### src/rtl/serial_paralelo_rx.sv
// serial_paralelo_rx: MSB-first serial-to-parallel receiver that locks on a run of aligned comma symbols.
module serial_paralelo_rx #(
    parameter logic [7:0] COMMA      = 8'hBC,
    parameter int         LOCK_COUNT = 4
) (
    input  logic       clk8f,
    input  logic       reset,
    input  logic       serial,
    output logic [8:0] paralelo,
    output logic       byte_stb,
    output logic       active
);
    typedef enum logic [1:0] {SEARCH, ALIGN, ACTIVE} state_t;
    state_t      state, state_n;
    logic [6:0]  sr;
    logic [7:0]  nb;
    logic [2:0]  bitcnt, bitcnt_n;
    logic [3:0]  commacnt, commacnt_n;
    logic [8:0]  paralelo_n;
    logic        byte_stb_n, active_n;
    logic        is_comma, boundary, lock;
    // only the low seven bits of the shift register are ever needed to form the next byte
    assign nb       = {sr, serial};
    assign is_comma = nb == COMMA;
    assign boundary = bitcnt == 3'd7;
    assign lock     = commacnt + 4'd1 == LOCK_COUNT[3:0];
    always_ff @(posedge clk8f) begin
        if (reset) begin
            state    <= SEARCH;
            sr       <= '0;
            bitcnt   <= '0;
            commacnt <= '0;
            paralelo <= '0;
            byte_stb <= 1'b0;
            active   <= 1'b0;
        end else begin
            state    <= state_n;
            sr       <= nb[6:0];
            bitcnt   <= bitcnt_n;
            commacnt <= commacnt_n;
            paralelo <= paralelo_n;
            byte_stb <= byte_stb_n;
            active   <= active_n;
        end
    end
    always_comb begin
        state_n    = state;
        bitcnt_n   = bitcnt + 3'd1;
        commacnt_n = commacnt;
        case (state)
            SEARCH: begin
                bitcnt_n = 3'd0;
                if (is_comma) begin
                    state_n    = ALIGN;
                    commacnt_n = 4'd1;
                end
            end
            ALIGN: begin
                if (boundary) begin
                    if (!is_comma) begin
                        state_n    = SEARCH;
                        commacnt_n = 4'd0;
                    end else if (lock) begin
                        state_n = ACTIVE;
                    end else begin
                        commacnt_n = commacnt + 4'd1;
                    end
                end
            end
            default: ;
        endcase
    end
    always_comb begin
        byte_stb_n = state == ACTIVE && boundary;
        paralelo_n = byte_stb_n ? {!is_comma, nb} : paralelo;
        active_n   = state_n == ACTIVE;
    end
endmodule

### config.mk
export PLATFORM = sky130hd
export DESIGN_NAME = serial_paralelo_rx
export DESIGN_NICKNAME = d
export VERILOG_FILES = /design/src/rtl/serial_paralelo_rx.sv
export SDC_FILE = /design/constraint.sdc
export NUM_CORES = 1
export LEC_CHECK = 0
export ABC_AREA = 1
export CAP_MARGIN = 20
export CORE_ASPECT_RATIO = 0.6
export CORE_MARGIN = 1
export CORE_UTILIZATION = 47
export CTS_CLUSTER_SIZE = 10
export DETAILED_ROUTE_END_ITERATION = 6
export GPL_TIMING_DRIVEN = 0
export MAX_ROUTING_LAYER = met4
export PLACE_DENSITY = 0.78
export SYNTH_ARGS = -nofsm -noshare
export SYNTH_HDL_FRONTEND = slang
export SYNTH_SLANG_ARGS = --single-unit
### constraint.sdc
create_clock -name clk8f -period 1.19 [get_ports clk8f]
set_input_delay 0.119 -clock clk8f [delete_from_list [all_inputs] [get_ports clk8f]]
set_output_delay 0.119 -clock clk8f [all_outputs]
set_load 0.02 [all_outputs]
==> run metrics, run 1 <==
crit path DAT 1470 ps; FF+latch area around 560 um^2; gpl congestion between 0.8 and 0.9; Final period util 109%; io pins 14; Setup crit end kind register; grt ovf 0; DR WL met2 between 1000 and 1500 um; final-report hold violation count 0; Cell variety after synth 23; Max clock buf depth 2; Final nets 174; area occupied by multi-input gates approximately 580 um^2; worst path cell trace ha_4 > inv_2 > nand2_2 > nand3_2 > nor2_2 > nand2_1 > nand2_2 > nand2_1 > nand2_1 > nor2_1; crit path kind reg2reg; Synth Instances 138; row cnt 13; Starting Density around half; most frequent cell after synthesis nand2_1; post-synth top area cell dfxtp_1; PnR worst setup slack -109 ps; vias in the first global route 891; synthesized flop and latch total 27; ys async rst share 0%; port buffer count 12; per-cell routed wire length around 14 um; vias post-DR about 1000; CTS buffer count 3; VDD IR max ~610 uV; CTS tree yes; Slew Limit Fails 0; Seq/Total Area, Yosys about half; Area growth syn-to-layout 37.9%; CP max-delay cell dfxtp_4; Avg Cell Area, Syn around 8.0 um^2; setup violators final 13; first drt pass iteration count 4; CP startpoint kind register; vias per inst around 5; failing checks setup timing; Die Area about 2600 um^2; Synth top area share between 40% and 50%; Mapped Nets 145; Post-synth EDFFs 0; cell family with most CP delay simple AND/OR/NAND/NOR gates; DRT iter0 DRCs 47; RSZ-0062 raised after global routing true; Pwr Density roughly 960 nW/um^2; DRT antenna net count 0; fin crit period between 1000 and 1500 ps; worst slew pin tran between 400 and 500 ps; pin count of the biggest net entering global routing 16; Worst-Skew Late Latency around 280 ps; DRC 0; met3 WL post-DR ~180 um; Core ar. 2200 um^2; hold buffer count at CTS 0; WL met1 around 1300 um; WL final between 2000 and 3000 um; Core Util, Final a little over two thirds; clk slew on worst S/H paths 90 ps; worst reg2reg setup slack -110 ps; Clock Skew ~4.2 ps; first-pass GRT wire length 4240 um; synth top area cells dfxtp_1, nand2_1, nor2_1; fmax between 700 and 800 MHz; CP max stage delay roughly 390 ps; Crit Path Max Fanout 5; max cap viols 0; Post-Place Setup Slack -303 ps; Most used DFF post-synth dfxtp_1; CTS Sinks 27; Cell Area, Synth 1100 um^2; Hold Path Class in2reg; Root Buffer clkbuf_8; Yosys Warn Count 0; top sig layer met4; number of antenna violations at the first check in global routing 0; antenna diode count 0; H-tree Lvls 1; Rel. slew slack around 72%; status finished, violations left; filler instances 170; Leakage ~0.00072 uW; worst path bufs/invs 1; commonest cells in the netlist nand2_1, dfxtp_1, nor2_1; DIE WIDTH roughly 65 um; WP data required between 1000 and 1500 ps; layout cells sized above 1 between 30 and 40%; Die Span Y a little under 40 um; DP HPWL between 1500 and 2000 um; CP dominant cell by count nand2_1; Tot GR Track Use 25.0%
[flip-flops by register name (all words and copies together), names as in the netlist]
register and cells:
active 1, state 2, paralelo 9, bitcnt 3
commacnt 4, sr 7, byte_stb 1
[cell families (layout without fill, tap and decap cells)]
family / Yosys count / in the layout / synth area share (%)
fa+ha+maj: 4 / 4 / 4.53
compound gates: 22 / 22 / 11.1
buf+inv: 22 / 50 / 8.27
simple gates: 63 / 63 / 27.2
flops: 27 / 27 / 48.9
[cells in the final DEF, fill, tap and decap left out, types with 2 or more instances in the layout]
cell and count:
inv_2 7, inv_1 10, clkbuf_8 3, dlygate4sd2_1 11, nor2_2 4, nor2_1 14
nand3_1 4, nor3b_1 2, a21oi_1 5, dfxtp_4 2, nand4_1 4, dfxtp_1 19
nand2_2 9, nand2_4 3, buf_4 11, nand2_1 19, o21ai_2 2, o21ai_1 6
ha_4 3, a21oi_2 6, dfxtp_2 6
[through the flow]
stage,std cells,hold slack (ps),cell area [um^2],total power (uW),setup TNS (ps)
5_1_grt,196,232,1520,1510,-1750
6_report,196,220,1520,1470,-772
3_5_place_dp,180,427,1290,967,-3210
3_3_place_gp,180,421,1290,965,-2340
2_1_floorplan,138,237,1130,954,-8.60
4_1_cts,193,214,1480,1470,-590
[layout make-up]
cell class | instances | share of cell area (%)
plain buffers | 4 | 2.05
clock buffers | 3 | 2.71
clock inverters | 1 | 0.328
inverters | 18 | 4.76
multi-input cells | 89 | 38.1
flip-flops and latches | 27 | 36.5
well taps | 30 | 2.46
repair buffers | 23 | 12.6
repair inverters | 1 | 0.493
[power by group]
group	total, uW	switching [uW]	internal [uW]
clock	521	286	235
sequential	906	2.78	904
combinational	42.4	28.4	13.9
[routing by layer]
metal / up-vias / global-route usage (%)
li1: 494 / -
met5: - / -
met3: 4 / 6.98
met2: 37 / 38.2
met4: 0 / 7.78
met1: 460 / 32.4
[path summary, 6_finish.rpt]
| kind | startpoint | to | cells after the start |
|---|---|---|---|
| worst max-delay path | commacnt[1] | commacnt[0] | 10 |
| worst min-delay path | reset | commacnt[1] | 2 |
| worst max register to register | commacnt[1] | commacnt[0] | 10 |
| worst min register to register | sr[5] | sr[6] | 2 |
[repair_timing]
| item | 4_1_cts | 5_1_grt |
|---|---|---|
| setup buffers | 7 | 3 |
| cloned | 2 | 0 |
| endpoints found under the setup margin | 27 | 16 |
| gates resized for setup | 44 | 10 |
| pin swaps | 9 | 14 |
Power figures use the tool's default switching activity.
==> run 2, diff against run 1 <==
Settings changed: CORE_UTILIZATION 47 to 50, CTS_BUF_LIST set to sky130_fd_sc_hd__clkbuf_4, PLACE_DENSITY 0.78 to 0.82.
==> run metrics, run 2 (synthesized netlist as in run 1, its figures left out) <==
status finished, violations left; failing checks setup timing; Post-Place Setup Slack -299 ps (+3.30 ps); CTS tree yes; per-cell routed wire length 15.7 um (+9.5%); commonest non-fill, non-tap cell in the layout dfxtp_1; vias in the first global route 998 (+12%); Die Span Y 38.4 um (-2.9%); gpl congestion 0.891 (+2.7%); Leakage 0.000703 uW (-2.8%); placed instance area 1280 um^2 (-0.19%); Max clock buf depth 2 (unchanged); max cap viols 0 (unchanged); first drt pass iteration count 4 (unchanged); Root Buffer clkbuf_4; DRT iter0 DRCs 87 (+85%); Area growth syn-to-layout 42.6%; DIE WIDTH 62.7 um (-2.9%); final-report hold violation count 0 (unchanged); Clock Skew 1.01 ps (-3.16 ps); CP startpoint kind register; setup_tns -1200 ps (-425 ps); CTS buffer count 3 (unchanged); Core ar. 1970 um^2 (-10%); fmax 722 MHz (-6.2%); Top reg by flops paralelo; PnR worst setup slack -195 ps (-86.5 ps); grt ovf 0 (unchanged); H-tree Lvls 1 (unchanged); worst reg2reg setup slack -200 ps (-90 ps); clk slew on worst S/H paths 140 ps (+50 ps); Final period util 116% (+7.3 points); Slew Limit Fails 0 (unchanged); Hold Path Class in2reg; CTS Sinks 27 (unchanged); RSZ-0062 raised after global routing true; fin crit period 1390 ps (+86.5 ps); DRC 0 (unchanged); row cnt 12 (-1); VDD IR max 834 uV (+36%); WP data required 1420 ps (+60 ps); Rel. slew slack 73.4% (+1.1 points); io pins 14 (unchanged); port buffer count 12 (unchanged); worst slew pin tran 399 ps (-15.1 ps); Tot GR Track Use 26.2% (+1.2 points); most frequent cells in the layout dfxtp_1, nand2_1, nand2_2, nor2_1; Die Area 2410 um^2 (-5.8%); Setup crit end kind register; Largest regs paralelo x9, sr x7, commacnt x4; filler instances 124 (-27%); Final nets 175 (+0.57%); first-pass GRT wire length 4500 um (+6.2%); Pwr Density 857 nW/um^2 (-11%); layout cells sized above 1 47.3% (+8.1 points); vias post-DR 1070 (+7.5%); Crit Path Max Fanout 6 (+1); pin count of the biggest net entering global routing 16 (unchanged); WL final 3060 um (+9.0%); crit path kind reg2reg; number of flip-flops in the largest register 9 (unchanged); crit path DAT 1620 ps (+150 ps); DRT antenna net count 0 (unchanged); number of antenna violations at the first check in global routing 0 (unchanged); vias per inst 5.49 (+8.1%); Starting Density 56.2% (+5.9 points); DP HPWL 1690 um (-4.0%); Design Area, Final 1580 um^2 (+3.4%); setup violators final 15 (+2); antenna diode count 0 (unchanged); Worst-Skew Late Latency 330 ps (+50 ps)
run 2: cell types whose count changed in the layout (fill, tap and decap cells not counted), moves of 2 or more:
cell and change:
nand2_1 -5, buf_6 +3, clkbuf_4 +3, clkbuf_8 -3, dlygate4sd2_1 -3, nand2_2 +3
o21ai_1 -3, o21ai_2 +3, clkdlybuf4s15_1 +2, nand2_4 +2, nand3_4 +2, nor2_1 -2
nor2_4 +2
run 2: critical path: stages (launching register included):
cell	delay (ps)
dfxtp_2	360
nand2_1	100
nor2_2	150
nand2_2	120
nor2_8	150
nand2_2	90
nand2_4	100
nand2_1	70
nand2_1	80
nor2_1	50
run 2: cell type report:
cell class / instances / area [um^2] / share of cell area [%]
plain buffers: 4 / 27.5 / 1.75
clock inverters: 1 / 5.00 / 0.318
multi-input cells: 89 / 642 / 40.7
flip-flops and latches: 27 / 557 / 35.3
clock buffers: 3 / 22.5 / 1.43
well taps: 28 / 35.0 / 2.22
inverters: 18 / 72.6 / 4.61
repair inverters: 1 / 7.51 / 0.477
repair buffers: 24 / 206 / 13.1
run 2: layer usage:
metal  track usage [%]  vias to the layer above  wire length, um
met2              45.4                       60             1450
met1              30.8                      503             1280
li1                  -                      501                -
met3              6.55                        6              264
met4              8.72                        0               55
met5                 -                        -                0
run 2: worst paths after layout:
kind	from	endpoint	cells after the start
hold / removal	reset	commacnt[1]	2
setup / recovery	sr[4]	commacnt[0]	9
setup reg to reg	sr[4]	commacnt[0]	9
hold reg to reg	sr[2]	sr[3]	2
run 2: repair_timing:
action,in CTS,in global routing
gates cloned,2,0
pin swaps,14,10
buffers inserted,9,2
gates resized for setup,52,24
hold buffers,0,0
setup endpoints to repair,27,18
run 2: metrics by stage:
step	hold WS, ps	utilization, %	power, uW	instances
finish	168	80.1	1350	195
global route	160	80.1	1390	195
CTS	162	76.0	1350	193
detailed placement	432	65.3	967	178
global placement	422	65.3	965	178
floorplan	237	-	954	138
run 2: report_power, final:
part	switching [uW]	total, uW	internal, uW	leakage [uW]
combinational	29.9	46.5	16.5	0.000463
sequential	2.82	908	905	0.000223
clock	269	396	126	0.0000177
total	302	1350	1050	0.000703
